===== config.mk =====
export PLATFORM = sky130hd
export DESIGN_NAME = dadda_mac_accumulator
export DESIGN_NICKNAME = d
export VERILOG_FILES = /design/src/rtl/dadda_pkg.sv /design/src/rtl/dadda_8bit_structural.sv /design/src/rtl/dadda_mac_accumulator.sv
export SDC_FILE = /design/constraint.sdc
export NUM_CORES = 1
export LEC_CHECK = 0
export BUFFER_PORTS_ARGS = -buffer_cell sky130_fd_sc_hd__buf_2
export CAP_MARGIN = 20
export CORE_UTILIZATION = 30
export CTS_CLUSTER_SIZE = 25
export DETAILED_ROUTE_END_ITERATION = 6
export PLACE_DENSITY_LB_ADDON = 0.15
export SYNTH_ARGS = -nofsm -noshare
export SYNTH_HDL_FRONTEND = slang
export SYNTH_SLANG_ARGS = --single-unit

===== constraint.sdc =====
create_clock -name clk -period 4.5 [get_ports clk]
set_clock_uncertainty 0.05 [all_clocks]
set_input_delay 0.675 -clock clk [delete_from_list [all_inputs] [get_ports clk]]
set_output_delay 0.675 -clock clk [all_outputs]
set_load 0.005 [all_outputs]

===== src/rtl/dadda_pkg.sv =====
// Shared definitions for the Dadda multiplier and the multiply-accumulate stage.
//   OP_W        operand width of the multiplier
//   PROD_W      product width of the multiplier
//   mac_state_t accumulator control states
package dadda_pkg;

    localparam int unsigned OP_W   = 8;
    localparam int unsigned PROD_W = 16;

    typedef enum logic [1:0] {
        ACCUM = 2'd0,
        DRAIN = 2'd1,
        HOLD  = 2'd2
    } mac_state_t;

endpackage


===== src/rtl/dadda_8bit_structural.sv =====
// Unsigned 8x8 multiplier built as a Dadda-style carry-save reduction tree.
// The eight partial-product rows are reduced with 3:2 compressors through the
// height sequence 8 -> 6 -> 4 -> 3 -> 2, then a single carry-propagate adder
// resolves the last two rows.
// Ports:
//   a_i, b_i  unsigned operands
//   product   a_i * b_i
//   P_sum     final sum row of the reduction tree
//   P_carry   final carry row of the reduction tree
//   carry     carry out of the final adder (always 0 for in-range operands)
module dadda_8bit_structural
    import dadda_pkg::*;
(
    input  logic [OP_W-1:0]   a_i,
    input  logic [OP_W-1:0]   b_i,
    output logic [PROD_W-1:0] product,
    output logic [PROD_W-1:0] P_sum,
    output logic [PROD_W-1:0] P_carry,
    output logic              carry
);

    function automatic logic [PROD_W-1:0] csa_sum(input logic [PROD_W-1:0] x,
                                                  input logic [PROD_W-1:0] y,
                                                  input logic [PROD_W-1:0] z);
        return x ^ y ^ z;
    endfunction

    // Carries beyond bit PROD_W-1 are dropped; arithmetic stays exact modulo
    // 2^PROD_W and the true product always fits.
    function automatic logic [PROD_W-1:0] csa_carry(input logic [PROD_W-1:0] x,
                                                    input logic [PROD_W-1:0] y,
                                                    input logic [PROD_W-1:0] z);
        return ((x & y) | (x & z) | (y & z)) << 1;
    endfunction

    logic [PROD_W-1:0] pp [OP_W];

    for (genvar i = 0; i < OP_W; i++) begin : g_pp
        assign pp[i] = {{(PROD_W-OP_W){1'b0}}, a_i & {OP_W{b_i[i]}}} << i;
    end

    // Height 8 -> 6
    logic [PROD_W-1:0] s1a, c1a, s1b, c1b;
    assign s1a = csa_sum(pp[0], pp[1], pp[2]);
    assign c1a = csa_carry(pp[0], pp[1], pp[2]);
    assign s1b = csa_sum(pp[3], pp[4], pp[5]);
    assign c1b = csa_carry(pp[3], pp[4], pp[5]);

    // Height 6 -> 4
    logic [PROD_W-1:0] s2a, c2a, s2b, c2b;
    assign s2a = csa_sum(s1a, c1a, s1b);
    assign c2a = csa_carry(s1a, c1a, s1b);
    assign s2b = csa_sum(c1b, pp[6], pp[7]);
    assign c2b = csa_carry(c1b, pp[6], pp[7]);

    // Height 4 -> 3
    logic [PROD_W-1:0] s3, c3;
    assign s3 = csa_sum(s2a, c2a, s2b);
    assign c3 = csa_carry(s2a, c2a, s2b);

    // Height 3 -> 2
    logic [PROD_W-1:0] s4, c4;
    assign s4 = csa_sum(s3, c3, c2b);
    assign c4 = csa_carry(s3, c3, c2b);

    logic [PROD_W:0] final_sum;
    assign final_sum = {1'b0, s4} + {1'b0, c4};

    assign P_sum   = s4;
    assign P_carry = c4;
    assign product = final_sum[PROD_W-1:0];
    assign carry   = final_sum[PROD_W];

endmodule


===== src/rtl/dadda_mac_accumulator.sv =====
// Pipelined multiply-accumulate stage. Accepts LEN operand pairs over a
// valid/ready handshake, multiplies each pair with the Dadda multiplier and
// sums the products into an ACC_W-bit accumulator, then presents the result
// over a second valid/ready handshake.
// Pipeline: S1 operand registers -> multiplier -> S2 product register ->
// accumulator. The result appears 3 edges after the LEN-th accept.
// Ports:
//   clk, rst_n          clock and asynchronous active-low reset
//   in_valid, in_ready  operand handshake; a, b sampled on accept
//   out_valid, out_ready result handshake
//   out_acc             final sum, driven only while holding a result
//   overflow            sticky carry out of ACC_W for the current result
// Build option: DADDA_MAC_SAT_EN clamps the accumulator to all ones on carry
// out instead of wrapping.
module dadda_mac_accumulator
    import dadda_pkg::*;
#(
    parameter int unsigned ACC_W = 24,
    parameter int unsigned LEN   = 16
) (
    input  logic             clk,
    input  logic             rst_n,
    input  logic             in_valid,
    output logic             in_ready,
    input  logic [OP_W-1:0]  a,
    input  logic [OP_W-1:0]  b,
    output logic             out_valid,
    input  logic             out_ready,
    output logic [ACC_W-1:0] out_acc,
    output logic             overflow
);

    localparam int unsigned CNT_W = $clog2(LEN + 1);
    localparam logic [CNT_W-1:0] LEN_C  = CNT_W'(LEN);
    localparam logic [CNT_W-1:0] LAST_C = CNT_W'(LEN - 1);
    localparam logic [CNT_W-1:0] ONE_C  = CNT_W'(1);

    mac_state_t        state_q;
    logic [OP_W-1:0]   a_q, b_q;
    logic              s1_valid_q;
    logic [PROD_W-1:0] prod_q;
    logic              s2_valid_q;
    logic [ACC_W-1:0]  acc_q;
    logic              ovf_q;
    logic [CNT_W-1:0]  in_cnt_q;
    logic [CNT_W-1:0]  done_cnt_q;
    logic              out_valid_q;
    logic [ACC_W-1:0]  out_acc_q;

    logic [PROD_W-1:0] prod_w;
    logic              accept;
    logic [ACC_W:0]    sum;
    logic [ACC_W-1:0]  acc_add;

    dadda_8bit_structural u_mul (
        .a_i     (a_q),
        .b_i     (b_q),
        .product (prod_w),
        .P_sum   (),
        .P_carry (),
        .carry   ()
    );

    assign in_ready = (state_q == ACCUM) && (in_cnt_q < LEN_C);
    assign accept   = in_valid && in_ready;

    assign sum = {1'b0, acc_q} + {{(ACC_W + 1 - PROD_W){1'b0}}, prod_q};

`ifdef DADDA_MAC_SAT_EN
    // Once clamped, stay clamped for the remaining items of this result.
    assign acc_add = (sum[ACC_W] || ovf_q) ? {ACC_W{1'b1}} : sum[ACC_W-1:0];
`else
    assign acc_add = sum[ACC_W-1:0];
`endif

    // Operand and product pipeline.
    always_ff @(posedge clk or negedge rst_n) begin
        if (!rst_n) begin
            a_q        <= '0;
            b_q        <= '0;
            s1_valid_q <= 1'b0;
            prod_q     <= '0;
            s2_valid_q <= 1'b0;
        end else begin
            s1_valid_q <= accept;
            if (accept) begin
                a_q <= a;
                b_q <= b;
            end
            s2_valid_q <= s1_valid_q;
            if (s1_valid_q) begin
                prod_q <= prod_w;
            end
        end
    end

    // Control FSM, counters and accumulator. The HOLD handoff clears state
    // last so it takes precedence over the per-item updates above it.
    always_ff @(posedge clk or negedge rst_n) begin
        if (!rst_n) begin
            state_q     <= ACCUM;
            acc_q       <= '0;
            ovf_q       <= 1'b0;
            in_cnt_q    <= '0;
            done_cnt_q  <= '0;
            out_valid_q <= 1'b0;
            out_acc_q   <= '0;
        end else begin
            if (s2_valid_q) begin
                acc_q      <= acc_add;
                ovf_q      <= ovf_q | sum[ACC_W];
                done_cnt_q <= done_cnt_q + ONE_C;
            end
            if (accept) begin
                in_cnt_q <= in_cnt_q + ONE_C;
            end
            unique case (state_q)
                ACCUM: begin
                    if (accept && (in_cnt_q == LAST_C)) begin
                        state_q <= DRAIN;
                    end
                end
                DRAIN: begin
                    if (done_cnt_q == LEN_C) begin
                        state_q     <= HOLD;
                        out_valid_q <= 1'b1;
                        out_acc_q   <= acc_q;
                    end
                end
                HOLD: begin
                    if (out_ready) begin
                        state_q     <= ACCUM;
                        out_valid_q <= 1'b0;
                        out_acc_q   <= '0;
                        acc_q       <= '0;
                        ovf_q       <= 1'b0;
                        in_cnt_q    <= '0;
                        done_cnt_q  <= '0;
                    end
                end
                default: state_q <= ACCUM;
            endcase
        end
    end

    assign out_valid = out_valid_q;
    assign out_acc   = out_acc_q;
    assign overflow  = ovf_q;

endmodule


==> flow_summary.json <==
{
  "status": "complete, no violations",
  "path_cells": "and2_1 -> fa_1 -> fa_1 -> inv_1 -> fa_1 -> fa_1 -> inv_1 -> ha_1 -> a21oi_2 -> o21ai_1 -> a21oi_1 -> o31ai_1 -> xor2_1 -> mux2_2",
  "period_minus_slack_ps": 4330,
  "finalWorstSetupSlack_ps": 172,
  "rsz0062_at_grt": "true",
  "routed_wl_mm": 14.4,
  "syn_avg_cell_area_sq_um": 9.59,
  "r2r_slack_ps": 170,
  "antenna_found_initial": 0,
  "cts_sinks": 96,
  "fmax_mhz": 231,
  "critical_path_class": "flip-flop to flip-flop",
  "crit_slowest_cell": "fa_1",
  "synth.area.top_cells": "dfrtp_1 36%, fa_1 12%, ha_1 8.5%, nand2_1 5.2%, mux2_2 5.1%",
  "max_stage_delay_ps": 550,
  "start_kind": "flip-flop",
  "postSynth.asyncResetShare_pct": 100,
  "pin_count": 47,
  "worstReg2RegEnd": "prod_q[15]",
  "via_per_inst": 4.75,
  "fin_tns_setup_ps": 0,
  "final_nets": 837,
  "synth_cells": 690,
  "synth_fa_ha_area_share_pct": 20.6,
  "holdWs_ps": 401,
  "max_slew_margin_pct": 31.6,
  "hold_violations": 0,
  "setup_viol": 0,
  "cts_tree": "built",
  "die_y_um": 150,
  "path_clk_slew_ps": 70,
  "path_max_fanout": 9,
  "yosysUniqueCellTypes": 49,
  "syn_area_sq_mm": 0.00662,
  "end_kind": "flip-flop",
  "seq_area_frac_synth_pct": 36.3,
  "ant_nets": 0,
  "pre_cts_slack_ps": 79.3,
  "core_sq_mm": 0.0213,
  "dr.pass1.iters": 4,
  "worst_pin_slew_ps": 1020,
  "synth_mux_area_share_pct": 6.47,
  "use_met2_pct": 23.4,
  "dp_hpwl_mm": 11.0,
  "hold_path.class": "primary input to asynchronous set/reset pin",
  "final_core_util_pct": 35.2,
  "overflow": 0,
  "clockBufferDepth": 2,
  "reg2reg_from": "a_q[3]",
  "synth_area_leader_cell": "dfrtp_1",
  "synth_edf_count": 0,
  "grt_pass1_vias": 5052,
  "cts_resized": 0,
  "diodes": 0,
  "crit_required_ps": 4690,
  "drv_cap": 0,
  "vias": 4812,
  "crit_arrival_ps": 4520,
  "start_util_pct": 31.1,
  "root_buffer": "clkbuf_16",
  "grt_max_degree": 71,
  "ys_ff_latch": 96,
  "grt_use_met1_pct": 18.8,
  "drc": 0,
  "num_rows": 53,
  "synth_xor_area_share_pct": 3.05,
  "r2r_cells": 14,
  "period_share_pct": 96.2,
  "die_w_um": 150,
  "layout-drive-gt1-share_pct": 16.3,
  "grt_pass1_wl_mm": 25.0,
  "htree_levels": 3,
  "grt-busiest-layer": "met2",
  "holdBufCountCts": 0,
  "syn_nets": 795,
  "path_common_cell": "fa_1",
  "routabilityCongestion": 0.854,
  "wl_per_cell_um": 14.3,
  "synth_simple_gate_area_share_pct": 17.6,
  "syn2layout_area_growth_pct": 13.4,
  "synth_top_family_by_area": "adder cells",
  "grt.total_usage_pct": 14.2,
  "met3_usage_pct": 2.76,
  "yosysWarningCount": 0,
  "synth_top_area_share_pct": 36.3,
  "dieArea_sq_mm": 0.0226,
  "synth-compound-area-share_pct": 11.5,
  "postCtsSetupRepairBufs": 0,
  "synth_flop_cell": "dfrtp_1",
  "clock_latency_ps": 350,
  "maxSlewViolCount": 0,
  "cts_made_buffers": 9,
  "port_buffers": 46,
  "first_iter_violations": 221
}
==> critical path, delay by kind of cell, from the launching register on <==
kind / cells / cell delay, ps
adders and majority gates: 5 / 2340
muxes: 1 / 270
buffers and inverters: 2 / 90
and+or+nand+nor: 1 / 210
xor gates and xnor gates: 1 / 100
DFF: 1 / 470
AOI/OAI and AO/OA: 4 / 680
==> sequential cells by signal, summed over array words and instances (netlist names) <==
signal	count
acc_q	24
out_acc	24
prod_q	16
a_q	8
b_q	8
done_cnt_q	5
in_cnt_q	5
state_q	2
out_valid	1
overflow	1
s1_valid_q	1
s2_valid_q	1
==> layout by cell type (no fill, tap or decap), types with 10 or more instances in the layout <==
cell,instances
nand2_1,91
dfrtp_1,90
nor3_1,11
buf_4,11
buf_2,45
clkbuf_16,10
nand3_1,12
fa_1,40
xnor2_1,13
o21ai_0,48
xor2_1,10
and2_1,46
nor2_1,43
inv_1,51
a21oi_1,31
ha_1,45
mux2_2,30
==> kinds of logic after synthesis <==
group / count (synthesis)
simple gates: 241
flops: 96
mux: 39
buf+inv: 78
xor+xnor: 23
compound gates: 128
fa+ha+maj: 85
==> area by class of cell <==
| cell class | instances | area [sq um] |
|---|---|---|
| Clock buffer | 10 | 229 |
| Clock inverter | 6 | 52.6 |
| Fill cell | 2198 | 13800 |
| Inverter | 52 | 195 |
| Multi-Input combinational cell | 516 | 3940 |
| Sequential cell | 96 | 2410 |
| Tap cell | 275 | 344 |
| Timing Repair Buffer | 57 | 333 |
==> cells in the mapped netlist (6+ instances only) <==
cell       n
nor3_1    11
xnor2_1   13
fa_1      40
and2_1    46
mux2i_1    9
nand2b_1   6
a21oi_1   34
nor2_1    44
a21o_1     6
nand4_1    9
nand3_1   12
mux2_2    30
ha_1      45
inv_1     51
nand2_1   91
o21ai_0   51
clkbuf_1  23
and3_1     8
a211oi_1   6
xor2_1    10
dfrtp_1   96
==> through the flow <==
step                instance area (sq um)  std cells
floorplan                            6620        690
global placement                     7170        995
detailed placement                   7170        995
CTS                                  7450       1011
global route                         7500       1012
finish                               7500       1012
==> worst max path at each step <==
| stage | startpoint | end | slack [ps] | cells past startpoint |
|---|---|---|---|---|
| final | a_q[3] | prod_q[15] | 170 | 14 |
| after global routing | a_q[4] | prod_q[15] | -40 | 14 |
| after CTS | b_q[3] | prod_q[13] | 70 | 15 |
| after detailed placement | b_q[3] | prod_q[13] | 80 | 15 |
| after global placement | b_q[3] | prod_q[13] | 120 | 15 |
| after floorplan | b_q[0] | prod_q[13] | 310 | 15 |
==> layer usage <==
layer | routed length (um) | share of wire (%)
met3 | 373 | 2.6
met5 | 0 | 0
met2 | 6730 | 47
met1 | 7160 | 50
met4 | 176 | 1.2
Power is left out: the tool's default activity adds up to more than one toggle a clock period on the data nets, which glitch-free logic cannot reach.
